===== src/rtl/rv32_div_unit.sv =====
`default_nettype none
// ============================================================================
// Module  : rv32_div_unit
// Brief   : Iterative radix-2 restoring divider for RV32M DIV/DIVU/REM/REMU.
//           Optional macro DIV_EARLY_OUT_EN retires |dividend| < |divisor| in 1 cycle.
// Revision: 1.0 - initial release
// ============================================================================
module rv32_div_unit #(
    parameter int XLEN = 32
) (
    input  logic            clk,
    input  logic            rst,
    input  logic            flush,
    input  logic            in_valid,
    output logic            in_ready,
    input  logic [1:0]      op,
    input  logic [XLEN-1:0] dividend,
    input  logic [XLEN-1:0] divisor,
    output logic            out_valid,
    input  logic            out_ready,
    output logic [XLEN-1:0] result
);
    localparam int             CW     = $clog2(XLEN);
    localparam logic [CW-1:0]  c_last = CW'(XLEN - 1);

    typedef enum logic [1:0] {
        S_IDLE  = 2'd0,
        S_CALC  = 2'd1,
        S_FIXUP = 2'd2,
        S_DONE  = 2'd3
    } state_t;

    state_t            r_state;
    state_t            w_state_next;
    logic [CW-1:0]     r_cnt;
    logic [XLEN-1:0]   r_rem;
    logic [XLEN-1:0]   r_quo;
    logic [XLEN-1:0]   r_dvsr;
    logic [XLEN-1:0]   r_result;
    logic              r_is_rem;
    logic              r_neg_q;
    logic              r_neg_r;

    logic              w_signed;
    logic              w_a_neg;
    logic              w_b_neg;
    logic [XLEN-1:0]   w_a_mag;
    logic [XLEN-1:0]   w_b_mag;
    logic              w_div_zero;
    logic              w_ovf;
    logic              w_early;
    logic              w_special;
    logic              w_accept;
    logic [XLEN-1:0]   w_special_result;
    logic [XLEN:0]     w_rem_sh;
    logic              w_ge;
    logic [XLEN-1:0]   w_rem_next;
    logic [XLEN-1:0]   w_q_fix;
    logic [XLEN-1:0]   w_r_fix;

    // Magnitude of the most negative value stays 0x8000_0000 as an unsigned number
    assign w_signed   = ~op[0];
    assign w_a_neg    = w_signed & dividend[XLEN-1];
    assign w_b_neg    = w_signed & divisor[XLEN-1];
    assign w_a_mag    = w_a_neg ? -dividend : dividend;
    assign w_b_mag    = w_b_neg ? -divisor  : divisor;
    assign w_div_zero = (divisor == '0);
    assign w_ovf      = w_signed && (dividend == {1'b1, {(XLEN-1){1'b0}}}) && (divisor == '1);
`ifdef DIV_EARLY_OUT_EN
    assign w_early    = !w_div_zero && (w_a_mag < w_b_mag);
`else
    assign w_early    = 1'b0;
`endif
    assign w_special  = w_div_zero | w_ovf | w_early;
    assign w_accept   = (r_state == S_IDLE) && in_valid && !flush;

    always_comb begin
        w_special_result = '0;
        if (w_div_zero) begin
            w_special_result = op[1] ? dividend : '1;
        end else if (w_ovf) begin
            w_special_result = op[1] ? '0 : dividend;
        end else if (w_early) begin
            w_special_result = op[1] ? dividend : '0;
        end
    end

    // One restoring step: partial remainder is XLEN+1 bits wide before the compare
    assign w_rem_sh   = {r_rem, r_quo[XLEN-1]};
    assign w_ge       = (w_rem_sh >= {1'b0, r_dvsr});
    assign w_rem_next = w_ge ? (w_rem_sh[XLEN-1:0] - r_dvsr) : w_rem_sh[XLEN-1:0];

    assign w_q_fix    = r_neg_q ? -r_quo : r_quo;
    assign w_r_fix    = r_neg_r ? -r_rem : r_rem;

    always_ff @(posedge clk) begin
        if (rst) begin
            r_state <= S_IDLE;
        end else begin
            r_state <= w_state_next;
        end
    end

    always_comb begin
        w_state_next = r_state;
        in_ready     = (r_state == S_IDLE);
        out_valid    = (r_state == S_DONE);
        if (flush) begin
            w_state_next = S_IDLE;
        end else begin
            case (r_state)
                S_IDLE:  if (in_valid) w_state_next = w_special ? S_DONE : S_CALC;
                S_CALC:  if (r_cnt == c_last) w_state_next = S_FIXUP;
                S_FIXUP: w_state_next = S_DONE;
                S_DONE:  if (out_ready) w_state_next = S_IDLE;
                default: w_state_next = S_IDLE;
            endcase
        end
    end

    always_ff @(posedge clk) begin
        if (rst) begin
            r_cnt    <= '0;
            r_rem    <= '0;
            r_quo    <= '0;
            r_dvsr   <= '0;
            r_result <= '0;
            r_is_rem <= 1'b0;
            r_neg_q  <= 1'b0;
            r_neg_r  <= 1'b0;
        end else if (w_accept) begin
            r_cnt    <= '0;
            r_rem    <= '0;
            r_quo    <= w_a_mag;
            r_dvsr   <= w_b_mag;
            r_is_rem <= op[1];
            r_neg_q  <= w_a_neg ^ w_b_neg;
            r_neg_r  <= w_a_neg;
            if (w_special) begin
                r_result <= w_special_result;
            end
        end else if ((r_state == S_CALC) && !flush) begin
            r_rem <= w_rem_next;
            r_quo <= {r_quo[XLEN-2:0], w_ge};
            r_cnt <= r_cnt + CW'(1);
        end else if ((r_state == S_FIXUP) && !flush) begin
            r_result <= r_is_rem ? w_r_fix : w_q_fix;
        end
    end

    assign result = r_result;

endmodule
`default_nettype wire


===== config.mk =====
export PLATFORM = sky130hd
export DESIGN_NAME = rv32_div_unit
export DESIGN_NICKNAME = d
export VERILOG_FILES = /design/src/rtl/rv32_div_unit.sv
export SDC_FILE = /design/constraint.sdc
export NUM_CORES = 1
export LEC_CHECK = 0
export CORE_UTILIZATION = 63
export CTS_CLUSTER_DIAMETER = 60
export DETAILED_ROUTE_END_ITERATION = 16
export PLACE_DENSITY_LB_ADDON = 0.12
export SYNTH_ARGS = -nofsm -noshare
export SYNTH_HDL_FRONTEND = slang
export SYNTH_SLANG_ARGS = --single-unit

===== constraint.sdc =====
create_clock -name clk -period 9.2 [get_ports clk]
set_input_delay 2.3 -clock clk [delete_from_list [all_inputs] [get_ports clk]]
set_output_delay 2.3 -clock clk [all_outputs]
set_load 0.02 [all_outputs]

==> impl_summary.txt <==
----------------------------------------------------
[STA]
  Worst hold slack ... 458 ps
  Final setup TNS ... 0 ps
  Final count of pins violating max slew ... 0
  Least setup slack across all paths after layout ... 3340 ps
  Rel. slew slack ... 18.7%
  Shortest clock period the worst path allows after layout ... 5860 ps
  Final clock period utilization by the worst path ... 63.7%
  Largest clock skew in the final design ... 8.85 ps
  Number of hold violations in the final report ... 0
  Slew of the pin with the lowest slew margin ... 1220 ps
  Unrepaired setup endpoints after global routing ... false
  Highest clock rate ... 171 MHz
  Total of endpoints with negative setup slack in the final report ... 0

[Pwr]
  Logic gate share of total power ... 28.1%
  Peak ir drop on the vdd network ... 0.149 mV
  Power per standard cell area ... 156 mW/mm²
  LEAKAGE ... 4.35 nW
  Sw Ratio ... 32.8%
  Internal power summed over all cells ... 1.26 mW
  Reg power frac ... 34.9%
  P_sw ... 0.615 mW
  Part of the total power dissipated in the clock network ... 37.0%

[Global routing]
  All-Layer GR Usage ... 38.3%
  Grt ovf ... 0
  Vias in the first global route ... 9,655
  Maximum number of pins on one net before global-route repair ... 77
  Initial antenna violation count ... 0
  Global-route wire length before repair ... 50.5 mm

[Yosys]
  Top-area cell type share of the netlist area ... 26.5%
  Synthesized area per cell ... 7.65 µm²
  Adder-cell area share of the yosys netlist ... 5.35%
  Post-synthesis compound-gate area fraction ... 29.0%
  Combinational family with the most area after synthesis ... compound AO/OA/AOI/OAI gates
  Distinct cell type count after synthesis ... 70
  Nets in the synthesized netlist ... 1,478
  Top cell type by total area after synthesis ... dfxtp_1
  Basic-gate share of the synthesized area counting and, or, nand and nor cells ... 19.1%
  Cell types with the largest area share after synthesis ... dfxtp_1 26%, xnor2_1 6.9%, nor2_1 6.1%
  XOR/XNOR share of the synthesized area ... 12.0%
  Synthesis-stage register bit count ... 138
  Area of the mapped netlist ... 0.0104 mm²
  Count of flip-flops with a built-in enable after synthesis ... 0
  Synthesized instance count ... 1,363
  Dominant register cell in the synthesized netlist ... dfxtp_1
  Yosys warning count ... 0
  Async S/R FF share, synth ... 0%
  Register area share after synthesis ... 26.5%
  Multiplexer area fraction after synthesis ... 2.51%

[CTS]
  Resize count post-CTS ... 0
  Maximum clock path buffer count ... 2
  Cell at the root of the clock tree ... clkbuf_16
  CTS tree ... done
  Total clock sinks ... 138
  Clock Latency Late Sink ... 440 ps
  Number of buffers created by CTS ... 17
  H-tree level count ... 4
  Worst-path clk slew ... 60 ps
  Post-CTS Setup Inserts ... 0
  Post-CTS Hold Buffers ... 0

[Worst setup path]
  Required @ worst endpoint ... 9530 ps
  Critical Path Start Type ... input port
  R2r worst-path depth ... 9
  Endpoint class of the critical path ... flip-flop
  Critical R2R Launch ... r_state[0]
  Critical path's top delay family ... simple AND/OR/NAND/NOR gates
  Worst Path Buf+Inv ... 1
  Data arrival time at the worst-slack endpoint ... 6190 ps
  Stages on worst setup path ... 9
  CP cell instances ... clkdlybuf4s50_1, or3_1, nor3b_2, nand4_1, nor4_1, or2_1, a21o_2, o21ai_0, o221a_2
  Category of the most critical setup path ... input port to flip-flop
  CP max FO ... 63
  Crit path from ... dividend[2]
  Stage delay of the slowest cell on the critical path ... 870 ps
  Reg2reg setup slack ... 5380 ps
  Capturing element of the worst setup path ... result[24]
  Cell with the largest stage delay on the worst path ... a21o_2
  Critical register-to-register path endpoint ... result[24]

[Layout]
  Sequential cell area ... 0.00276 mm²
  Share of cells above drive strength 1 ... 4.37%
  Area added between synthesis and finish ... 15.6%
  Non-Filler Cell Area, Final ... 0.0121 mm²
  Most common cell after layout, fill and taps aside ... nor2_1
  Multi-input logic area ... 0.00712 mm²
  Antenna diode instance count ... 0
  Commonest non-fill, non-tap cells in the layout ... 167 x nor2_1, 138 x dfxtp_1, 103 x clkdlybuf4s50_1, 98 x a21oi_1, 96 x o21ai_0
  Post-route core utilization ... 75.4%
  Number of nets in the layout ... 1,523
  Final-layout fill cell count ... 1,300

[Floorplanning]
  Height of the die ... 131 µm
  Starting density of the core ... 65.2%
  Rows ... 46
  Width of the die ... 131 µm
  Floorplan die area ... 0.0171 mm²
  I/O pin count ... 105
  Total core area ... 0.0160 mm²

[Placed design]
  Last weighted congestion value of the routability-driven placer ... 0.937
  Count of input and output buffers ... 104
  Detail Placement HPWL ... 23.0 mm
  Post-detailed-placement cell area ... 0.0115 mm²
  Place WS ... 3000 ps

[Job]
  Max-capacitance violation count ... 0

[Drt]
  Total number of vias ... 10,900
  Average wire per standard cell ... 19.7 µm
  Detailed router's first-iteration violation count ... 1,471
  Number of detailed-routing iterations run before antenna repair ... 9
  Number of vias per cell after detailed routing ... 6.70
  Number of remaining DRC errors ... 0
  Antenna viol nets, final ... 0
  Final routed wirelength across all metal layers ... 32.2 mm

[Min path]
  Type of the worst min-delay path ... flip-flop to flip-flop
  Depth of the worst hold-timing path ... 2
  Worst hold path startpoint ... r_cnt[4]

[Status]
  Result of the run ... complete, no violations

----------------------------------------------------
==> through the flow <==
step	cells	total power, mW
after floorplan	1363	1.02
after global placement	1605	1.16
after detailed placement	1605	1.17
after CTS	1634	1.86
after global routing	1634	1.95
final	1634	1.88
==> metal layers <==
metal	GRT usage [%]	vias up	part of all wire, %
li1	-	5136	-
met1	51.7	5071	42
met2	60.3	644	45
met3	7.04	92	9.8
met4	15.3	0	3.4
met5	0	-	0
==> state kept, by name (all words and copies together) (netlist names) <==
| register | flops |
|---|---|
| r_cnt | 5 |
| r_dvsr | 32 |
| r_is_rem | 1 |
| r_neg_q | 1 |
| r_neg_r | 1 |
| r_quo | 32 |
| r_rem | 32 |
| r_state | 2 |
| result | 32 |
==> synthesized netlist by cell type (8+ instances only) <==
cell,n
o211ai_1,20
a311oi_1,28
nor3_1,21
a211oi_1,45
nand4_1,18
inv_1,56
xor2_1,61
a21o_1,15
mux2i_1,25
xnor2_1,82
clkbuf_1,70
o21ai_1,14
or3_1,18
o41ai_1,10
nand2b_1,9
a31oi_1,14
o31ai_1,32
nor2_1,170
or4_1,17
nor2b_1,8
nand2_1,84
dfxtp_1,138
ha_1,43
o21ai_0,96
nand3_1,29
a21oi_1,99
a222oi_1,26
nor4_1,14
buf_2,10
==> worst reg2reg max path, cell delays in order, from the launching register on <==
cell and delay (ps):
dfxtp_1 330, inv_1 100, ha_1 410, nand2_1 180
nor2_4 100, buf_4 410, buf_4 640, a21o_2 1040
o21ai_0 240, o221a_2 280
==> final cells by class <==
cell class / instances / share of cell area, %
Clock buffer: 20 / 3.70
Inverter: 56 / 1.74
Sequential cell: 138 / 22.9
Multi-Input combinational cell: 1080 / 59.1
Timing Repair Buffer: 115 / 9.28
Clock inverter: 9 / 1.04
Tap cell: 216 / 2.24
==> worst min-delay path by stage <==
stage               slack (ps)          to
detailed placement         460    r_cnt[4]
global placement           440  r_dvsr[31]
floorplan                  430  r_dvsr[31]
CTS                        460    r_cnt[4]
global route               490  r_dvsr[31]
finish                     460    r_cnt[4]
==> logic make-up (layout without fill, tap and decap cells) <==
| kind of cell | after synthesis | count (layout) |
|---|---|---|
| fa+ha+maj | 44 | 44 |
| xor+xnor | 143 | 143 |
| buf+inv | 145 | 200 |
| mux | 26 | 26 |
| simple gates | 418 | 418 |
| compound gates | 449 | 449 |
| flops | 138 | 138 |
==> power groups by stage <==
stage               registers [mW]  clock network, mW  logic [mW]
global route                 0.657              0.716       0.572
floorplan                    0.653                  0       0.371
global placement             0.664                  0       0.500
CTS                          0.653              0.690       0.515
detailed placement           0.665                  0       0.508
finish                       0.654              0.693       0.528
No activity file was read; power rests on OpenSTA's default activity.
